--- config.mk ---
export PLATFORM = sky130hd
export DESIGN_NAME = instr_encoder
export DESIGN_NICKNAME = d
export VERILOG_FILES = /design/src/rtl/instr_encoder.sv
export SDC_FILE = /design/constraint.sdc
export NUM_CORES = 1
export LEC_CHECK = 0
export BUFFER_PORTS_ARGS = -buffer_cell sky130_fd_sc_hd__buf_2
export CAP_MARGIN = 20
export CORE_MARGIN = 2
export CORE_UTILIZATION = 51
export DETAILED_ROUTE_END_ITERATION = 8
export PLACE_DENSITY = 0.8
export SKIP_CTS_REPAIR_TIMING = 1
export SYNTH_ARGS = -nofsm -noshare
export SYNTH_HDL_FRONTEND = slang
export SYNTH_SLANG_ARGS = --single-unit
--- constraint.sdc ---
create_clock -name clk -period 1.67 [get_ports clk]
set_input_delay 0.0835 -clock clk [delete_from_list [all_inputs] [get_ports clk]]
set_output_delay 0.0835 -clock clk [all_outputs]
set_load 0.005 [all_outputs]
--- src/rtl/instr_encoder.sv ---
// Program loader: encodes LEGv8-style instruction fields (LDUR/STUR/CBZ/ADD/SUB/AND/ORR)
// into 32-bit words and writes them sequentially into an instruction memory.
module instr_encoder #(
    parameter int DEPTH = 64
) (
    input  logic                     clk,
    input  logic                     reset,
    input  logic                     start,
    input  logic                     in_valid,
    output logic                     in_ready,
    input  logic [2:0]               op_sel,
    input  logic [4:0]               ra,
    input  logic [4:0]               rb,
    input  logic [4:0]               rc,
    input  logic [18:0]              imm,
    output logic                     imem_we,
    output logic [$clog2(DEPTH)-1:0] imem_addr,
    output logic [31:0]              imem_wdata,
    output logic [$clog2(DEPTH):0]   word_count,
    output logic                     full,
    output logic                     err
);

    localparam int AW = $clog2(DEPTH);
    localparam logic [AW-1:0] CNT_MAX = AW'(DEPTH - 1);

    localparam logic [2:0] OP_LDUR = 3'd0;
    localparam logic [2:0] OP_STUR = 3'd1;
    localparam logic [2:0] OP_CBZ  = 3'd2;
    localparam logic [2:0] OP_ADD  = 3'd3;
    localparam logic [2:0] OP_SUB  = 3'd4;
    localparam logic [2:0] OP_AND  = 3'd5;
    localparam logic [2:0] OP_ORR  = 3'd6;
    localparam logic [2:0] OP_ILL  = 3'd7;

    typedef enum logic [1:0] {
        ST_IDLE = 2'd0,
        ST_RUN  = 2'd1,
        ST_FULL = 2'd2
    } state_t;

    state_t          state_r;
    logic [AW-1:0]   cnt_r;
    logic [AW:0]     wc_r;
    logic            full_r;
    logic            err_r;
    logic            we_r;
    logic [AW-1:0]   addr_r;
    logic [31:0]     wdata_r;

    logic            rdy_s;
    logic            acc_s;
    logic            legal_s;
    logic [31:0]     enc_s;

    // Builds the machine word; fields unused by the selected format never reach the result.
    function automatic logic [31:0] encode(input logic [2:0] op, input logic [4:0] f_ra,
                                           input logic [4:0] f_rb, input logic [4:0] f_rc,
                                           input logic [18:0] f_imm);
        logic [31:0] word;
        case (op)
            OP_LDUR: word = {11'b11111000010, f_imm[8:0], 2'b00, f_rb, f_ra};
            OP_STUR: word = {11'b11111000000, f_imm[8:0], 2'b00, f_rb, f_ra};
            OP_CBZ:  word = {8'b10110100, f_imm, f_ra};
            OP_ADD:  word = {11'b10001011000, f_rc, 6'b000000, f_rb, f_ra};
            OP_SUB:  word = {11'b11001011000, f_rc, 6'b000000, f_rb, f_ra};
            OP_AND:  word = {11'b10001010000, f_rc, 6'b000000, f_rb, f_ra};
            OP_ORR:  word = {11'b10101010000, f_rc, 6'b000000, f_rb, f_ra};
            default: word = 32'h0000_0000;
        endcase
        return word;
    endfunction

    // Handshake decode and encoding of the presented fields.
    always_comb begin
        rdy_s   = 1'b0;
        acc_s   = 1'b0;
        legal_s = 1'b0;
        enc_s   = 32'h0000_0000;
        if ((state_r == ST_RUN) && !start) begin
            rdy_s = 1'b1;
        end else begin
            rdy_s = 1'b0;
        end
        acc_s   = rdy_s & in_valid;
        legal_s = (op_sel != OP_ILL);
        enc_s   = encode(op_sel, ra, rb, rc, imm);
    end

    assign in_ready = rdy_s;

    // Load sequencer: state, address counter, status flags and the registered write port.
    always_ff @(posedge clk or negedge reset) begin
        if (!reset) begin
            state_r <= ST_IDLE;
            cnt_r   <= '0;
            wc_r    <= '0;
            full_r  <= 1'b0;
            err_r   <= 1'b0;
            we_r    <= 1'b0;
            addr_r  <= '0;
            wdata_r <= 32'h0000_0000;
        end else if (start) begin
            // A start cycle never accepts, so no write follows it.
            state_r <= ST_RUN;
            cnt_r   <= '0;
            wc_r    <= '0;
            full_r  <= 1'b0;
            err_r   <= 1'b0;
            we_r    <= 1'b0;
        end else begin
            case (state_r)
                ST_RUN: begin
                    if (acc_s && legal_s) begin
                        we_r    <= 1'b1;
                        addr_r  <= cnt_r;
                        wdata_r <= enc_s;
                        cnt_r   <= cnt_r + AW'(1);
                        wc_r    <= wc_r + (AW + 1)'(1);
                        if (cnt_r == CNT_MAX) begin
                            state_r <= ST_FULL;
                            full_r  <= 1'b1;
                        end else begin
                            state_r <= ST_RUN;
                            full_r  <= 1'b0;
                        end
                    end else if (acc_s) begin
                        we_r  <= 1'b0;
                        err_r <= 1'b1;
                    end else begin
                        we_r <= 1'b0;
                    end
                end
                ST_IDLE: begin
                    we_r <= 1'b0;
                end
                ST_FULL: begin
                    we_r <= 1'b0;
                end
                default: begin
                    state_r <= ST_IDLE;
                    full_r  <= 1'b0;
                    we_r    <= 1'b0;
                end
            endcase
        end
    end

    assign imem_we    = we_r;
    assign imem_addr  = addr_r;
    assign imem_wdata = wdata_r;
    assign word_count = wc_r;
    assign full       = full_r;
    assign err        = err_r;

endmodule

==> reports/qor.txt, run 1 <==
required time of the critical path - 1.86 ns
Final setup viols - 0
Largest stage delay, worst path - 0.42 ns
status - finished clean
GRT Total Usage - 0.228
Tcrit/Tclk final - 0.901
crit path buf inv count - 1
total power - 2.96 mW
max_cap viols - 0
Slew @ Worst Pin - 0.444 ns
CTS H-Tree Depth - 2
CP max FO - 18
Wirelength per Cell - 16.0 µm
global route overflow - 0
most frequent cells in the layout - buf_2, dfrtp_1, mux2_2
CTS tree - built
worst skew pair latency - 0.31 ns
area delta synth->final - 24.2%
initial drt markers - 181
largest net degree at the start of global routing - 48
die extent in x - 78.3 µm
Final GP Congestion - 0.858
Peak VDD IR - 0.000557 V
worst setup path class - register to register
CTS Sinks - 55
Max Fclk - 665 MHz
Die Ht - 78.3 µm
P_leak - 1.63 nW
Placement Cell Area - 0.00336 mm²
Max-slew headroom - 0.704
num ports - 90
Slew Viols, Final - 0
n_diodes - 0
CP Capture Type - register
ys async rst share - 1.00
remaining antenna violation count - 0
Distinct cells, synth - 44
Post-Route WL - 6830 µm
setup TNS - 0 ns
HPWL Detailed - 4900 µm
Worst Setup Start Kind - register
Port Buffer Count - 89
Mapped Cells - 262
Max stage delay cell, worst path - dfrtp_1
DR vias - 2443
most common cell after layout, fill and taps aside - buf_2
Final Cell Area - 0.00350 mm²
clk root buf - clkbuf_8
HP Class - primary input to register
average via count per standard cell - 5.73
Syn. warnings - 0
Initial Util - 0.521
register bit count reported by yosys - 55
number of synthesized flops with an enable pin - 0
Pre-antenna DRT Iters - 4
Final Hold Fails - 0
syn nets - 305
# rows - 27
worst path cell trace - nand4bb_1 -> buf_4 -> a2111oi_0 -> a211oi_1
Clock Skew - 0.00459 ns
ys flop type - dfrtp_1
vias in the first global route - 2252
RSZ-0062 raised after global routing - false
die area - 0.00613 mm²
CP delay by family, top - compound AO/OA/AOI/OAI gates
layout cells sized above 1 - 0.381
Mapped Avg Cell Area - 10.7 µm²
CTS clock-pin slew for the worst setup and hold paths - 0.10 ns
total core area - 0.00541 mm²
Post-Synthesis Cell Area - 0.00282 mm²
pwr dens - 847 mW/mm²
initial antenna violation count - 0
final worst path period need - 1.50 ns
cts bufs inserted - 5
Seq/Total Area, Yosys - 0.489
first-pass GRT wire length - 11100 µm
Final Core Density - 0.647
DR DRC count - 0
CTS max path bufs - 2
Arr. time, crit path - 1.70 ns
nets@finish - 396
-- final cells by class --
type | count | area (µm²)
Fill cell | 476 | 1910
Clock inverter | 1 | 8.76
Sequential cell | 55 | 1380
Timing Repair Buffer | 107 | 616
Inverter | 4 | 15.0
Clock buffer | 7 | 86.3
Multi-Input combinational cell | 180 | 1310
Tap cell | 72 | 90.1
-- per-stage QoR --
stage	hold WS, ns	instances	worst slack [ns]
after floorplan	-0.212	262	0.252
after global placement	-0.0512	414	0.219
after detailed placement	-0.0506	414	0.164
after CTS	-0.390	422	0.147
after global routing	0.00516	426	0.0139
final	0.000824	426	0.165
-- sequential cells by signal (all words and copies together), names as in the netlist --
register    cells
imem_wdata     32
word_count      7
cnt_r           6
imem_addr       6
state_r         2
err             1
imem_we         1
-- per-layer routing --
layer | GRT usage | wire, µm | share of wire | vias to the layer above
met2 | 0.341 | 3330 | 0.49 | 86
met3 | 0.0494 | 403 | 0.059 | 10
met5 | 0 | 0 | 0 | -
li1 | - | - | - | 1154
met4 | 0.0807 | 96 | 0.014 | 0
met1 | 0.329 | 3000 | 0.44 | 1193
-- cells by family (layout without fill, tap and decap cells) --
| logic type | Yosys count | count (layout) | synth area share |
|---|---|---|---|
| flops | 55 | 55 | 0.489 |
| simple gates | 79 | 79 | 0.163 |
| xor+xnor | 1 | 1 | 0.00311 |
| compound gates | 73 | 73 | 0.188 |
| fa+ha+maj | 2 | 2 | 0.00888 |
| mux | 25 | 25 | 0.0986 |
| buf+inv | 27 | 119 | 0.0489 |
-- report_power, final --
group	switching (mW)	leakage, nW	internal [mW]
sequential	0.0945	0.693	1.47
combinational	0.296	0.892	0.318
clock	0.441	0.0484	0.341
total	0.832	1.63	2.13
-- cell usage after synthesis (4+ instances only) --
cell | count | area (µm²)
a21o_1 | 7 | 52.6
inv_1 | 4 | 15.0
nor2_1 | 9 | 33.8
nor4_1 | 5 | 31.3
a21oi_1 | 7 | 35.0
mux2_2 | 22 | 248
a31oi_1 | 5 | 31.3
nand2b_1 | 6 | 37.5
buf_2 | 8 | 40.0
o31ai_1 | 6 | 45.0
nand3b_1 | 10 | 75.1
dfrtp_1 | 55 | 1380
nor2b_1 | 13 | 81.3
clkbuf_1 | 7 | 26.3
a22oi_1 | 6 | 45.0
and2_1 | 4 | 25.0
a2111oi_0 | 5 | 43.8
o2bb2ai_1 | 6 | 52.6
a221o_1 | 4 | 40.0
nand2_1 | 14 | 52.6
a32oi_1 | 4 | 35.0
nand3_1 | 7 | 35.0
a211oi_1 | 5 | 37.5
o21ai_0 | 11 | 55.1
-- final timing paths --
kind	startpoint	end	cells past startpoint	slack, ns
setup / recovery	state_r[1]$_DFFE_PN0P_	imem_wdata[17]$_DFFE_PN0P_	4	0.17
hold / removal	ra[4]	imem_wdata[4]$_DFFE_PN0P_	2	0.0008
setup reg to reg	state_r[1]$_DFFE_PN0P_	imem_wdata[17]$_DFFE_PN0P_	4	0.17
hold reg to reg	imem_wdata[31]$_DFFE_PN0P_	imem_wdata[31]$_DFFE_PN0P_	1	0.47
max in group asynchronous	reset	imem_wdata[10]$_DFFE_PN0P_	3	1.01
min in group asynchronous	reset	imem_wdata[4]$_DFFE_PN0P_	2	0.15
Note: power is estimated with default switching activity, not from simulation.
==> run 2, diff against run 1 <==
--- a/config.mk
+++ b/config.mk
@@ -7,10 +7,12 @@
 export LEC_CHECK = 0
 export BUFFER_PORTS_ARGS = -buffer_cell sky130_fd_sc_hd__buf_2
 export CAP_MARGIN = 20
+export CELL_PAD_IN_SITES_DETAIL_PLACEMENT = 0
+export CELL_PAD_IN_SITES_GLOBAL_PLACEMENT = 1
 export CORE_MARGIN = 2
-export CORE_UTILIZATION = 51
+export CORE_UTILIZATION = 39
 export DETAILED_ROUTE_END_ITERATION = 8
-export PLACE_DENSITY = 0.8
+export PLACE_DENSITY_LB_ADDON = 0.1
 export SKIP_CTS_REPAIR_TIMING = 1
 export SYNTH_ARGS = -nofsm -noshare
 export SYNTH_HDL_FRONTEND = slang
==> run 2 against run 1 <==
Net effect:
- die area grew 29%
- global-route usage shrank 4.4 points
- first-iteration DRC count shrank 34%
- power grew 8.9%
- design area grew 2.2%
- highest routed layer unchanged
==> reports/qor.txt, run 2 (synthesized netlist as in run 1, its figures left out) <==
n_diodes - 0 (unchanged)
die area - 0.00792 mm² (+29%)
Final setup viols - 0 (unchanged)
required time of the critical path - 1.86 ns (about the same)
Final Cell Area - 0.00358 mm² (+2.2%)
CP Capture Type - register
Wirelength per Cell - 16.5 µm (+2.7%)
Max Fclk - 644 MHz (-3.0%)
global route overflow - 0 (unchanged)
Max-slew headroom - 0.686 (-0.0178)
HPWL Detailed - 5410 µm (+10%)
largest net degree at the start of global routing - 35 (-27%)
initial antenna violation count - 0 (unchanged)
DR DRC count - 0 (unchanged)
Clock Skew - 0.00546 ns (+0.000867 ns)
Worst Setup Start Kind - register
nets@finish - 399 (+0.76%)
area delta synth->final - 27.0%
HP Class - primary input to register
total core area - 0.00691 mm² (+28%)
Initial Util - 0.408 (-0.113)
Pre-antenna DRT Iters - 4 (unchanged)
CTS tree - built
total power - 3.23 mW (+8.9%)
CP max FO - 25 (+7)
# rows - 30 (+11%)
DR vias - 2398 (-1.8%)
Die Ht - 89.0 µm (+14%)
Placement Cell Area - 0.00340 mm² (+1.2%)
first-pass GRT wire length - 11200 µm (+0.93%)
GRT Total Usage - 0.184 (-0.0435)
final worst path period need - 1.55 ns (+0.0471 ns)
remaining antenna violation count - 0 (unchanged)
Arr. time, crit path - 1.74 ns (+0.04 ns)
Final Hold Fails - 0 (unchanged)
Peak VDD IR - 0.000462 V (-17%)
worst skew pair latency - 0.31 ns (about the same)
layout cells sized above 1 - 0.387 (+0.00520)
cts bufs inserted - 5 (unchanged)
CTS max path bufs - 2 (unchanged)
max_cap viols - 0 (unchanged)
die extent in x - 89.0 µm (+14%)
most frequent cells in the layout - buf_2, dfrtp_1, mux2_2
Slew @ Worst Pin - 0.470 ns (+0.0266 ns)
CTS H-Tree Depth - 2 (unchanged)
Port Buffer Count - 89 (unchanged)
Post-Route WL - 7460 µm (+9.2%)
initial drt markers - 119 (-34%)
P_leak - 1.66 nW (+1.7%)
pwr dens - 903 mW/mm² (+6.6%)
max reg flops - 32 (unchanged)
worst setup path class - register to register
CTS Sinks - 55 (unchanged)
status - finished clean
CTS clock-pin slew for the worst setup and hold paths - 0.10 ns (about the same)
Final GP Congestion - 0.815 (-5.0%)
clk root buf - clkbuf_8
vias in the first global route - 2168 (-3.7%)
fin cells - 453 (+6.3%)
most common cell after layout, fill and taps aside - buf_2
Tcrit/Tclk final - 0.929 (+0.0282)
Slew Viols, Final - 0 (unchanged)
average via count per standard cell - 5.29 (-7.7%)
num ports - 90 (unchanged)
DP Cell Count - 441 (+6.5%)
-- run 2: cell count changes in the layout (fill, tap and decap cells not counted), sizes merged --
cell / before / now
buf: 103 / 106
bufinv: 0 / 2
clkbuf: 7 / 6
clkinv: 1 / 0
-- run 2: layer usage --
layer / part of all wire / global-route usage / vias to the layer above
met4: 0.0084 / 0.0434 / 0
li1: - / - / 1164
met1: 0.49 / 0.273 / 1144
met2: 0.44 / 0.271 / 83
met5: 0 / 0 / -
met3: 0.065 / 0.0489 / 7
-- run 2: final cells by class --
class,count,area [µm²]
fill,698,3330
sequential,55,1380
multi-input combinational,180,1310
timing repair buffer,110,626
tap,96,120
clock buffer,6,72.6
clock inverter,2,60.1
inverter,4,15.0
-- run 2: path summary, 6_finish.rpt --
check | slack (ns) | from | cells past startpoint | to
max | 0.12 | state_r[1]$_DFFE_PN0P_ | 4 | imem_wdata[18]$_DFFE_PN0P_
min | 0.008 | ra[1] | 2 | imem_wdata[1]$_DFFE_PN0P_
min in group asynchronous | 0.12 | reset | 2 | word_count[1]$_DFFE_PN0P_
max reg2reg | 0.12 | state_r[1]$_DFFE_PN0P_ | 4 | imem_wdata[18]$_DFFE_PN0P_
min reg2reg | 0.48 | imem_wdata[31]$_DFFE_PN0P_ | 1 | imem_wdata[31]$_DFFE_PN0P_
max in group asynchronous | 1.08 | reset | 3 | imem_wdata[4]$_DFFE_PN0P_
-- run 2: through the flow --
stage                     hold slack [ns]  setup TNS (ns)   util  worst slack (ns)
after detailed placement          -0.0812               0  0.492             0.107
after global routing              0.00649         -0.0112  0.518           -0.0112
after CTS                          -0.419               0  0.511            0.0969
after global placement            -0.0787               0  0.492             0.158
final                             0.00776               0  0.518             0.118
after floorplan                    -0.212               0      -             0.252
-- run 2: worst max-delay path, stage by stage, from the launching register on --
cell and delay [ns]:
dfrtp_1 0.42, nand4bb_1 0.27, buf_4 0.28, a2111oi_1 0.38, a211oi_1 0.08
-- run 2: report_power, final --
group          leakage [nW]  internal (mW)  total [mW]  switching, mW
logic                 0.903          0.317       0.618          0.301
clock network        0.0654          0.600        1.05          0.446
registers             0.693           1.47        1.56         0.0918
